$ cat config.mk
export PLATFORM = sky130hd
export DESIGN_NAME = neuron_acc_seq
export DESIGN_NICKNAME = d
export VERILOG_FILES = /design/src/rtl/neuron_pkg.sv /design/src/rtl/neuron_lane_sum.sv /design/src/rtl/neuron_acc_seq.sv
export SDC_FILE = /design/constraint.sdc
export NUM_CORES = 1
export LEC_CHECK = 0
export CELL_PAD_IN_SITES_DETAIL_PLACEMENT = 1
export CELL_PAD_IN_SITES_GLOBAL_PLACEMENT = 1
export CORE_UTILIZATION = 42
export CTS_CLUSTER_SIZE = 16
export DETAILED_ROUTE_END_ITERATION = 6
export GPL_TIMING_DRIVEN = 0
export PLACE_DENSITY = 0.94
export SKIP_LAST_GASP = 1
export SYNTH_ARGS = -nofsm -noshare
export SYNTH_HDL_FRONTEND = slang
export SYNTH_SLANG_ARGS = --single-unit
$ cat constraint.sdc
create_clock -name CK -period 6.8 [get_ports CK]
set_input_delay 2.04 -clock CK [delete_from_list [all_inputs] [get_ports CK]]
set_output_delay 2.04 -clock CK [all_outputs]
set_load 0.1 [all_outputs]
$ cat src/rtl/neuron_pkg.sv
// Shared types and helpers for the sequential ReLU neuron.
// Define NEURON_ACC_SAT_EN to saturate the result instead of wrapping it.
package neuron_pkg;

  typedef enum logic [1:0] {IDLE, ACC, OUT} state_t;

  // Wide enough that any activation sum or result fits before reduction
  localparam int RW = 64;

  function automatic int acc_width(input int dw, input int n_in);
    return dw + $clog2(n_in);
  endfunction

  function automatic logic [RW-1:0] relu_reduce(input logic signed [RW-1:0] acc,
                                                input int ow);
    logic [RW-1:0] max_val;
    max_val = (RW'(1) << ow) - RW'(1);
    if (acc < 0) begin
      return '0;
    end
`ifdef NEURON_ACC_SAT_EN
    if (acc > $signed(max_val)) begin
      return max_val;
    end
    return acc & max_val;
`else
    return acc & max_val;
`endif
  endfunction

endpackage

$ cat src/rtl/neuron_lane_sum.sv
// Combinational sum of LANES signed activations, sign-extended so the
// full-lane sum can never overflow.
module neuron_lane_sum #(
  parameter int DW    = 8,
  parameter int LANES = 2
) (
  input  logic [LANES*DW-1:0]                d,
  output logic signed [DW+$clog2(LANES):0]   sum
);

  localparam int SW = DW + $clog2(LANES) + 1;

  logic signed [SW-1:0] s;

  always_comb begin
    s = '0;
    for (int k = 0; k < LANES; k++) begin
      s = s + SW'($signed(d[k*DW +: DW]));
    end
  end

  assign sum = s;

endmodule

$ cat src/rtl/neuron_acc_seq.sv
// Sequential ReLU neuron: accumulates N_IN activations over N_IN/LANES beats.
// Define NEURON_ACC_SAT_EN to saturate Q at 2^OW-1; otherwise Q wraps.
module neuron_acc_seq
  import neuron_pkg::*;
#(
  parameter int N_IN  = 8,
  parameter int DW    = 8,
  parameter int LANES = 2,
  parameter int OW    = 8
) (
  input  logic                CK,
  input  logic                RST,
  input  logic [LANES*DW-1:0] D,
  input  logic                IN_VALID,
  output logic                IN_READY,
  output logic [OW-1:0]       Q,
  output logic                OUT_VALID,
  input  logic                OUT_READY
);

  localparam int AW = acc_width(DW, N_IN);
  localparam int NB = N_IN / LANES;
  localparam int CW = (NB > 1) ? $clog2(NB) : 1;
  localparam int SW = DW + $clog2(LANES) + 1;
  // The true running sum always fits AW; XW only keeps the add width-clean
  localparam int XW = (SW > AW) ? SW : AW;

  state_t               state;
  state_t               state_next;
  logic [CW-1:0]        cnt;
  logic signed [AW-1:0] acc;
  logic signed [AW-1:0] acc_next;
  logic signed [SW-1:0] lane_sum;
  logic signed [XW-1:0] lane_x;
  logic signed [XW-1:0] acc_x;
  logic signed [XW-1:0] sum_x;
  logic                 take;
  logic                 last_beat;

  neuron_lane_sum #(
    .DW    (DW),
    .LANES (LANES)
  ) u_lane_sum (
    .d   (D),
    .sum (lane_sum)
  );

  assign take      = IN_VALID && IN_READY;
  // cnt is held at zero in IDLE, so this also covers the single-beat case
  assign last_beat = (cnt == CW'(NB - 1));

  assign lane_x   = XW'(lane_sum);
  assign acc_x    = XW'(acc);
  assign sum_x    = (state == IDLE) ? lane_x : (acc_x + lane_x);
  assign acc_next = AW'(sum_x);

  always_ff @(posedge CK) begin
    if (RST) begin
      state <= IDLE;
    end else begin
      state <= state_next;
    end
  end

  always_comb begin
    state_next = state;
    IN_READY   = 1'b1;
    unique case (state)
      IDLE, ACC: begin
        if (take) begin
          state_next = last_beat ? OUT : ACC;
        end
      end
      OUT: begin
        IN_READY = 1'b0;
        if (OUT_READY) begin
          state_next = IDLE;
        end
      end
      default: begin
        state_next = IDLE;
      end
    endcase
  end

  // Accumulate stage: acc/cnt update per beat, result captured on final beat
  always_ff @(posedge CK) begin
    if (RST) begin
      acc       <= '0;
      cnt       <= '0;
      Q         <= '0;
      OUT_VALID <= 1'b0;
    end else begin
      OUT_VALID <= (state_next == OUT);
      if (take) begin
        acc <= acc_next;
        cnt <= last_beat ? '0 : cnt + CW'(1);
        if (last_beat) begin
          Q <= OW'(relu_reduce(RW'(acc_next), OW));
        end
      end
    end
  end

endmodule

==> flow_summary.yaml <==
run_status:
  status: "complete, no violations"
setup_path:
  reg2reg_slack_ns: 4.18
  crit_path_frequent_cell: "nor2_1"
  crit_chain: "clkdlybuf4s50_1 -> ha_1 -> fa_1 -> a211oi_2 -> nor2_1 -> o31a_1 -> nor2_1 -> ha_1 -> o21a_1 -> nor2_1 -> or4_1 -> mux2i_1 -> a21oi_1 -> xor2_2 -> a32o_1"
  start_kind: "input pin"
  crit_required_ns: 7.01
  path_class: "input pin to flip-flop"
  critPathArrivalTime_ns: 5.76
  cp_slowest_cell: "fa_1"
  worstSetupEndpointType: "flip-flop"
  timing.rr.end: "Q[3]$_SDFFE_PP0P_"
  r2r_cells: 10
  worst-path-max-fanout: 9
  max_stage_delay_ns: 0.44
  regToRegStartpoint: "acc[0]$_SDFFE_PP0P_"
global_routing:
  grt_pass1_vias: 1615
  grt-ovfl-total: 0
  grt_max_degree: 15
  antenna_found_initial: 0
  grt_pass1_wl_mm: 7.06
  grtUsageTotal: 0.207
routing:
  route.met2.wl_mm: 2.28
  route.met3.wl_um: 102
  first_iter_violations: 39
  wl_met1_mm: 1.92
  dr.pass1.iters: 4
  routed-via-count: 1618
  totalWireLength_mm: 4.33
  ant_nets: 0
  post_drt_wl_per_cell_um: 15.2
  highest_layer: "met4"
  drc_errors: 0
  via_per_inst: 5.70
timing:
  finalHoldViolCount: 0
  tns_ns: 0
  fin_skew_ns: 0.00213
  rsz0062_at_grt: "no"
  post-route-period-util: 0.816
  max_slew.worst_pin.slew_ns: 0.975
  timing.final.ws_setup_ns: 1.25
  fin_crit_ns: 5.55
  setup_violations: 0
  max-slew-margin-rel: 0.348
  slew_violations: 0
  fmax_mhz: 180
floorplanning:
  fp.dieH_um: 66.2
  coreArea_um2: 3800
  rows: 22
  die-area_um2: 4390
  initial_utilization: 0.456
  ios: 30
  dieWidth_um: 66.2
min_path:
  whs_endpoint: "Q[5]$_SDFFE_PP0P_"
  whs_path_depth: 1
  min_from: "Q[5]$_SDFFE_PP0P_"
  hold_class: "flip-flop to flip-flop"
logic_synthesis:
  syn_nets: 246
  yosysWarnings: 0
  synth_cell_types: 39
  async_reset_ff_frac: 0
  synth_area_leader_cell: "dfxtp_1"
  netlist_area_um2: 1730
  synth_ff_type: "dfxtp_1"
  synth_top_cell_area_share: 0.277
  seq_area_frac_synth: 0.277
  ys_seq_elements: 24
  synth_area_leaders: "dfxtp_1 (28%), ha_1 (14%), nor2_1 (6.7%)"
  syn_inst: 204
  synth.avg_cell_area_um2: 8.49
  synth_edf_count: 0
place:
  post-dp-hpwl_mm: 3.57
  dp_worst_setup_slack_ns: 0.971
  portBuffers: 28
  gp_congestion: 0.787
clock_network:
  cts_resized: 0
  cts_tree: "done"
  cts.hold.buffers_added: 0
  cts_made_buffers: 3
  clkLatencyLatePin_ns: 0.27
  clk_path_buf_depth: 2
  htreeDepth: 1
  cts_root_buffer: "clkbuf_8"
  post-cts-setup-buffers: 0
  cts.sinks: 24
  path_clk_slew_ns: 0.08
final_layout:
  antenna_cells: 0
  nets: 279
  fin_util: 0.565
  drive_gt1_frac: 0.0636
  syn_to_final_growth_pct: 23.8
pwr:
  intPower_uw: 312
  power_leakage_nw: 0.880
  combinationalPowerShare: 0.407
  sequentialPowerShare: 0.330
  swShare: 0.341
  clock_power_share: 0.264
  power_density_nw_per_um2: 221
  power.switching_uw: 162
  peakVddDrop_v: 0.0000953
job:
  maxCapViolCount: 0
## synth_stat cells, drive strengths merged, types with 2 or more instances
| master | instances |
|---|---|
| nor3 | 9 |
| a21oi | 19 |
| clkbuf | 5 |
| mux2 | 2 |
| fa | 2 |
| nand2 | 18 |
| nor2 | 32 |
| a32o | 8 |
| inv | 7 |
| a211oi | 5 |
| o22ai | 3 |
| nand2b | 4 |
| ha | 20 |
| dfxtp | 24 |
| o21ai | 5 |
| o211ai | 3 |
| xor2 | 7 |
| o21a | 5 |
| mux2i | 2 |
| xnor2 | 5 |
| nand3 | 5 |
| a21o | 4 |
## cell type report
class,instances,area [um2]
Fill cell,470,1650
Multi-Input combinational cell,168,1190
Sequential cell,24,480
Timing Repair Buffer,28,280
Tap cell,48,60.1
Clock buffer,3,41.3
Buffer,5,38.8
Clock inverter,1,30.0
Inverter,7,26.3
## kinds of logic after synthesis
kind of cell / after synthesis / synth area share
adders and majority gates: 22 / 0.168
DFF: 24 / 0.277
xor gates and xnor gates: 12 / 0.0650
and+or+nand+nor: 73 / 0.190
AOI/OAI and AO/OA: 57 / 0.238
muxes: 4 / 0.0245
buffers and inverters: 12 / 0.0375
## per-stage QoR
step / cell area, um2 / instances / hold WS (ns) / total power [mW]
after CTS: 2140 / 284 / 0.481 / 0.476
after global routing: 2140 / 284 / 0.490 / 0.501
after global placement: 2070 / 280 / 0.450 / 0.342
final: 2140 / 284 / 0.475 / 0.474
after floorplan: 1730 / 204 / 0.440 / 0.302
after detailed placement: 2070 / 280 / 0.461 / 0.352
## how the worst max path moves through the flow
stage / startpoint / end / slack, ns / depth (start not counted)
global placement: D[0] / Q[1]$_SDFFE_PP0P_ / 1.05 / 15
global route: D[0] / Q[7]$_SDFFE_PP0P_ / 1.02 / 15
CTS: D[0] / Q[3]$_SDFFE_PP0P_ / 1.21 / 15
finish: D[0] / Q[3]$_SDFFE_PP0P_ / 1.25 / 15
detailed placement: D[0] / Q[3]$_SDFFE_PP0P_ / 0.97 / 15
floorplan: D[0] / Q[0]$_SDFFE_PP0P_ / 1.82 / 14
## power groups by stage
| stage | logic, mW | registers [mW] | clock network (mW) |
|---|---|---|---|
| 2_1_floorplan | 0.142 | 0.160 | 0 |
| 5_1_grt | 0.213 | 0.157 | 0.131 |
| 3_3_place_gp | 0.183 | 0.159 | 0 |
| 3_5_place_dp | 0.192 | 0.160 | 0 |
| 4_1_cts | 0.193 | 0.156 | 0.127 |
| 6_report | 0.193 | 0.156 | 0.125 |
## layout by cell type (no fill, tap or decap), types with 6 or more instances in the layout
master / Yosys / layout
nor2_1: 31 / 31
nor3_1: 8 / 8
ha_1: 20 / 20
a32o_1: 8 / 8
xor2_1: 6 / 6
clkdlybuf4s50_1: 0 / 28
inv_1: 7 / 7
nand2_1: 18 / 18
a21oi_1: 19 / 19
dfxtp_1: 24 / 24
## registers in the layout, summed over array words and instances, names as in the netlist
signal     flops
Q              8
OUT_VALID      1
cnt            2
state          2
acc           11
## critical path: cells and delay by family
kind	cells	cell delay, ns
AND/OR/NAND/NOR	4	0.81
XOR/XNOR	1	0.39
AO/OA/AOI/OAI	5	1.00
multiplexers	1	0.15
adder cells (fa/ha/maj)	3	0.98
buffers and inverters	1	0.40
## metal layers
| layer | track usage | vias to the layer above |
|---|---|---|
| met5 | 0 | - |
| met4 | 0.0372 | 0 |
| met3 | 0.0328 | 5 |
| met2 | 0.406 | 20 |
| met1 | 0.233 | 796 |
| li1 | - | 797 |
(Power assumes the default switching activity.)
